`config.mk`:
```
export PLATFORM = sky130hd
export DESIGN_NAME = blake2_host
export DESIGN_NICKNAME = d
export VERILOG_FILES = /design/src/rtl/blake2_host.sv
export SDC_FILE = /design/constraint.sdc
export NUM_CORES = 1
export LEC_CHECK = 0
export ABC_AREA = 1
export BUFFER_PORTS_ARGS = -buffer_cell sky130_fd_sc_hd__buf_4
export CAP_MARGIN = 30
export CELL_PAD_IN_SITES_DETAIL_PLACEMENT = 0
export CELL_PAD_IN_SITES_GLOBAL_PLACEMENT = 1
export CORE_AREA = 2 2 295 181
export DETAILED_ROUTE_END_ITERATION = 6
export DIE_AREA = 0 0 297 183
export PLACE_DENSITY = 0.52
export SYNTH_ARGS = -nofsm -noshare
export SYNTH_HDL_FRONTEND = slang
export SYNTH_SLANG_ARGS = --single-unit
```
`constraint.sdc`:
```
create_clock -name clk -period 1.8 [get_ports clk]
set_input_delay 0.27 -clock clk [delete_from_list [all_inputs] [get_ports clk]]
set_output_delay 0.27 -clock clk [all_outputs]
set_load 0.01 [all_outputs]
```
`src/rtl/blake2_host.sv`:
```
// blake2_host: feeds a config byte and a message stream into the BLAKE2 core over its
// valid/ready byte pins, then captures the emitted hash bytes into a random-access buffer.
module blake2_host #(
    parameter int  HASH_BYTES = 32,
    parameter int  TIMEOUT    = 4096,
    localparam int AW         = (HASH_BYTES > 1) ? $clog2(HASH_BYTES) : 1
) (
    input  logic          clk,
    input  logic          nreset,
    input  logic          start_i,
    input  logic [7:0]    cfg_i,
    input  logic          src_valid_i,
    input  logic [7:0]    src_data_i,
    input  logic          src_last_i,
    output logic          src_ready_o,
    output logic [7:0]    ui_in_o,
    output logic [2:0]    uio_in_o,
    input  logic [7:0]    uo_out_i,
    input  logic [7:0]    uio_out_i,
    input  logic [7:0]    uio_oe_i,
    input  logic [AW-1:0] rd_addr_i,
    output logic [7:0]    rd_data_o,
    output logic          busy_o,
    output logic          done_o,
    output logic          timeout_o
);
    localparam int SW = $clog2(TIMEOUT);

    // state | meaning
    // IDLE  | no transaction since reset
    // CFG   | config byte presented (uio_in = start|valid)
    // DATA  | streaming message bytes through the one-byte output slot
    // WAIT  | message done, waiting for first hash byte
    // CAP   | capturing hash bytes
    // DONE  | all hash bytes captured
    // ERR   | stall limit reached, transaction aborted
    typedef enum logic [2:0] {
        S_IDLE, S_CFG, S_DATA, S_WAIT, S_CAP, S_DONE, S_ERR
    } state_t;

    state_t          r_state;
    logic [7:0]      r_ui;
    logic [2:0]      r_uio;
    logic [AW-1:0]   r_idx;
    logic [SW-1:0]   r_stall;
    logic            r_busy;
    logic            r_done;
    logic            r_timeout;
    logic [7:0]      r_buf [HASH_BYTES];

    logic w_ready;
    logic w_hvalid;
    logic w_xfer;
    logic w_src_hs;
    logic w_cap;
    logic w_stall;
    logic w_tc;
    logic w_unused;

    assign w_ready  = uio_out_i[3] & uio_oe_i[3];
    assign w_hvalid = uio_out_i[7] & uio_oe_i[7];
    assign w_xfer   = r_uio[0] & w_ready;
    assign w_unused = &{1'b0, uio_out_i[6:4], uio_out_i[2:0], uio_oe_i[6:4], uio_oe_i[2:0]};

    // CFG accepts upstream too, so the first message byte follows the config byte with no bubble
    assign src_ready_o = ((r_state == S_CFG) || (r_state == S_DATA))
                       & (~r_uio[0] | w_ready) & ~r_uio[2];
    assign w_src_hs    = src_valid_i & src_ready_o;
    assign w_cap       = ((r_state == S_WAIT) || (r_state == S_CAP)) & w_hvalid;
    assign w_tc        = (r_stall == SW'(TIMEOUT - 1));

    always_comb begin
        w_stall = 1'b0;
        case (r_state)
            S_CFG:          w_stall = r_uio[0] & ~w_ready;
            S_DATA:         w_stall = (r_uio[0] & ~w_ready) | (~r_uio[0] & ~src_valid_i);
            S_WAIT, S_CAP:  w_stall = ~w_hvalid;
            default:        w_stall = 1'b0;
        endcase
    end

    always_ff @(posedge clk or negedge nreset) begin
        if (!nreset) begin
            r_state   <= S_IDLE;
            r_ui      <= 8'h00;
            r_uio     <= 3'b000;
            r_idx     <= '0;
            r_stall   <= '0;
            r_busy    <= 1'b0;
            r_done    <= 1'b0;
            r_timeout <= 1'b0;
        end else begin
            case (r_state)
                S_IDLE, S_DONE, S_ERR: begin
                    if (start_i) begin
                        r_state   <= S_CFG;
                        r_ui      <= cfg_i;
                        r_uio     <= 3'b011;
                        r_idx     <= '0;
                        r_stall   <= '0;
                        r_busy    <= 1'b1;
                        r_done    <= 1'b0;
                        r_timeout <= 1'b0;
                    end
                end
                S_CFG, S_DATA: begin
                    if (w_xfer && r_uio[2]) begin
                        r_state <= S_WAIT;
                        r_uio   <= 3'b000;
                        r_stall <= '0;
                    end else begin
                        if (w_src_hs) begin
                            r_ui  <= src_data_i;
                            r_uio <= {src_last_i, 1'b0, 1'b1};
                        end else if (w_xfer) begin
                            r_uio <= 3'b000;
                        end
                        if (r_state == S_CFG && w_xfer) begin
                            r_state <= S_DATA;
                        end
                        if (w_xfer || w_src_hs) begin
                            r_stall <= '0;
                        end else if (w_stall) begin
                            if (w_tc) begin
                                r_state   <= S_ERR;
                                r_uio     <= 3'b000;
                                r_busy    <= 1'b0;
                                r_timeout <= 1'b1;
                            end else begin
                                r_stall <= r_stall + SW'(1);
                            end
                        end
                    end
                end
                S_WAIT, S_CAP: begin
                    if (w_hvalid) begin
                        r_idx   <= r_idx + AW'(1);
                        r_stall <= '0;
                        if (r_idx == AW'(HASH_BYTES - 1)) begin
                            r_state <= S_DONE;
                            r_busy  <= 1'b0;
                            r_done  <= 1'b1;
                        end else begin
                            r_state <= S_CAP;
                        end
                    end else if (w_tc) begin
                        r_state   <= S_ERR;
                        r_busy    <= 1'b0;
                        r_timeout <= 1'b1;
                    end else begin
                        r_stall <= r_stall + SW'(1);
                    end
                end
                default: r_state <= S_IDLE;
            endcase
        end
    end

    // Buffer is not reset: contents survive an abort or reset for post-mortem reads
    always_ff @(posedge clk) begin
        if (w_cap) begin
            r_buf[r_idx] <= uo_out_i;
        end
    end

    assign rd_data_o = r_buf[rd_addr_i];
    assign ui_in_o   = r_ui;
    assign uio_in_o  = r_uio;
    assign busy_o    = r_busy;
    assign done_o    = r_done;
    assign timeout_o = r_timeout;
endmodule

```
==> key figures <==
Floorplanning
  • Horizontal extent of the die: 297 um
  • Die extent in y: 183 um
  • Number of I/O pins: 73
  • Starting Density: 0.247
  • Total number of placement rows: 65
  • Area enclosed by the die boundary: 54400 um^2
  • Core area: 51700 um^2

Finish
  • Utilization after layout: 0.343
  • Share of cells above drive strength 1: 0.309
  • Nets: 1508
  • Number of diodes added for antenna fixing: 0
  • Relative area change from synthesis to final layout: 39.0%
  • Non-Filler Instances: 2179
  • Total non-filler cell area in the finished layout: 17700 um^2

Worst setup path
  • Standard cell with the maximum stage delay on the critical path: edfxtp_1
  • Cells along the critical path: o21ai_2 > nor2_1 > o31ai_1 > buf_4 > nand2_2 > nand2_2 > nand2_2 > buf_6
  • Most common cell on crit path: nand2_2
  • Longest individual stage delay on the worst path: 380 ps
  • Classification of the worst setup path: flop to output port
  • Kind of start point of the critical path: flop
  • Cell family contributing the most delay on the critical path: compound AO/OA/AOI/OAI gates
  • Number of logic stages on the critical path including buffering: 8
  • Largest fanout of any net on the critical path: 1
  • Required time worst endpoint: 1530 ps
  • Crit path buffers/inverters: 2
  • Worst R2R Path Depth: 9
  • CP arrival: 1920 ps
  • Kind of capture point of the worst setup path: output port

GRT
  • Antenna violations before repair: 0
  • Total routing usage reported by global routing: 0.146
  • Remaining Overflow, GRT: 0
  • Vias in the first global route: 9507
  • Global-route wire length before repair: 60600 um
  • Pin count of the biggest net entering global routing: 48

STA
  • Post-Route Skew: 20.4 ps
  • Actual transition at the worst max-transition pin: 505 ps
  • Final worst hold slack: 8.50 ps
  • Share of the clock period used by the worst path after layout: 1.22
  • Worst-case setup margin in the final layout: -388 ps
  • Count of endpoints failing hold in the final timing report: 0
  • Remaining max-slew budget at the tightest pin: 0.664
  • Final Critical Period: 2190 ps
  • Unrepaired setup endpoints after global routing: true
  • Achievable frequency: 457 MHz
  • Final-report max-slew violation count: 0
  • Setup total negative slack: -33560 ps
  • Final setup vio count: 274

Yosys
  • Fraction of the yosys area taken by sequential cells: 0.669
  • Cell type contributing the most total cell area after synthesis: edfxtp_1
  • Synthesized area per cell: 10.3 um^2
  • Most instantiated flip-flop cell in the synthesis netlist: edfxtp_1
  • Count of synthesis-stage warnings from yosys: 0
  • Share of flip-flops with an asynchronous set or reset after synthesis: 0.117
  • Share of Yosys cell area claimed by the top area cell type: 0.602
  • Number of enable-type register cells in the synthesized netlist: 256
  • Post-synth cell types: 34
  • Gate count after technology mapping: 1237
  • Cells taking the most area after synthesis: edfxtp_1 60%, nand2_1 12%, dfrtp_1 6.7%, nand3_1 3.8%, nor2_1 3.6%
  • Synth Cell Area: 12800 um^2
  • Flops & latches, synth: 290
  • Net count after synthesis: 1293

Clock network
  • Clock tree from TritonCTS: built
  • Total clock buffers created by CTS: 31
  • Clock latency of the later-clocked register in the worst-skew pair: 580 ps
  • Clock root buffer: clkbuf_16
  • Number of H-tree levels: 1
  • Reg clk slew, reported paths: 60 ps
  • Number of buffers between clock root and the deepest sink: 3
  • Number of sinks handled by clock tree synthesis: 290

Detailed routing
  • Post-detailed-route via-to-cell ratio: 4.42
  • Drt pass-1 iters: 7
  • Post-detailed-route count of antenna-violating nets: 0
  • Via count: 9626
  • Detailed Route WL: 39500 um
  • First DRT Iteration DRCs: 741
  • Average wire per cell in the routed design: 18.1 um
  • Remaining routing DRC violations: 0

Status
  • Violations in the final reports: negative setup slack
  • Outcome: complete, but fails checks

Power and ir drop
  • Largest vdd supply drop: 613 uV
  • Leakage dissipation: 6.85 nW
  • Power density over the cells: 1120 nW/um^2
  • Pwr Total: 20.0 mW

Run
  • MaxCap Viol Count: 0

Hold path
  • Hold-critical path depth: 5
  • Class of the tightest hold or removal check: primary input to flop

Placement
  • Post-DP HPWL: 25600 um
  • Dpl ws: -342 ps
  • Routability congestion estimate from global placement: 0.810
  • Buffers on Ports: 60
  • Placed cell areas: 15400 um^2
  • Instance count after placement with tap cells included: 2067
-- sequential cells by signal, summed over array words and instances (netlist names) --
name,cells
timeout_o,1
done_o,1
r_state,3
r_buf,256
uio_in_o,3
busy_o,1
ui_in_o,8
r_idx,5
r_stall,12
-- timing repair --
action	in CTS	in global routing
resized for setup	144	77
pin swaps	87	59
gates cloned	2	1
setup endpoints to repair	250	299
buffers inserted	41	8
hold buffers	12	0
endpoints found under the hold margin	40	0
-- per-layer routing --
metal / vias to the layer above / GRT usage / share of wire
li1: 4693 / - / -
met1: 4729 / 0.235 / 0.54
met2: 162 / 0.202 / 0.40
met3: 42 / 0.0220 / 0.039
met4: 0 / 0.0275 / 0.017
met5: - / 0 / 0
-- Yosys cell counts (6+ instances only) --
library cell	instances
o21ai_0	56
nand3_1	98
inv_1	47
clkbuf_1	39
edfxtp_1	256
inv_2	6
ha_1	6
a21oi_1	77
nand2_1	403
dfrtp_1	34
buf_2	16
o31ai_1	34
nor2_1	122
-- power by group --
part | switching [mW] | total [mW] | internal (mW) | leakage [nW]
registers | 0.185 | 7.77 | 7.58 | 2.74
logic | 3.29 | 5.84 | 2.55 | 3.63
clock network | 2.76 | 6.36 | 3.59 | 0.482
-- worst reg2reg max path, stage by stage, from the launching register on --
cell and delay [ps]:
dfrtp_2 450, buf_12 140, buf_6 110, o21ai_4 130, nand2_2 90, nor2_4 190, nand2_2 90, buf_12 170
nor2_4 220, buf_6 140
-- cell families after synthesis --
logic type | count (synthesis) | share of synthesized area
simple gates | 648 | 0.208
flops | 290 | 0.669
compound gates | 176 | 0.0780
buf+inv | 114 | 0.0371
fa+ha+maj | 6 | 0.00588
xor+xnor | 3 | 0.00206
-- path summary, 6_finish.rpt --
check | end | slack (ps) | startpoint
worst max-delay path | rd_data_o[5] | -390 | r_buf[6][5]$_DFFE_PP_
max in group asynchronous | r_state[2]$_DFFE_PN0P_ | 1240 | nreset
worst min register to register | ui_in_o[3]$_DFFE_PN0P_ | 530 | ui_in_o[3]$_DFFE_PN0P_
worst min-delay path | ui_in_o[1]$_DFFE_PN0P_ | 9 | cfg_i[1]
worst max register to register | r_buf[11][7]$_DFFE_PP_ | -230 | r_state[0]$_DFFE_PN0P_
min in group asynchronous | r_state[1]$_DFFE_PN0P_ | 200 | nreset
-- layout make-up --
| cell class | instances | area (um^2) |
|---|---|---|
| timing repair buffer | 243 | 2600 |
| inverter | 53 | 214 |
| clock inverter | 19 | 178 |
| tap | 703 | 880 |
| sequential | 290 | 8540 |
| multi-input combinational | 833 | 4540 |
| fill | 5243 | 34000 |
| clock buffer | 38 | 802 |
-- cells in the final DEF, fill, tap and decap left out, types with 3 or more instances in the layout --
cell | synthesis | final
nand2_1 | 403 | 342
edfxtp_1 | 256 | 256
buf_4 | 1 | 147
nand3_1 | 98 | 93
nor2_1 | 122 | 82
a21oi_1 | 77 | 60
nand2_2 | 5 | 51
buf_12 | 0 | 49
inv_1 | 47 | 44
nor2_4 | 3 | 39
buf_6 | 3 | 33
dfrtp_1 | 34 | 31
clkbuf_16 | 0 | 31
o21ai_0 | 56 | 25
o31ai_1 | 34 | 22
o21ai_1 | 2 | 21
nand2_4 | 2 | 17
a21oi_2 | 0 | 17
o31ai_2 | 0 | 12
dlygate4sd3_1 | 0 | 12
o21ai_2 | 2 | 10
clkbuf_1 | 39 | 7
clkinv_2 | 0 | 6
clkinv_1 | 0 | 6
nor2_2 | 1 | 5
nand3_4 | 0 | 5
nand4_1 | 5 | 5
ha_1 | 6 | 5
nand3_2 | 4 | 4
inv_4 | 0 | 4
o21ai_4 | 0 | 4
inv_2 | 6 | 4
clkinv_4 | 0 | 3
bufinv_16 | 0 | 3
dfrtp_2 | 0 | 3
No activity file was read; power rests on OpenSTA's default activity.
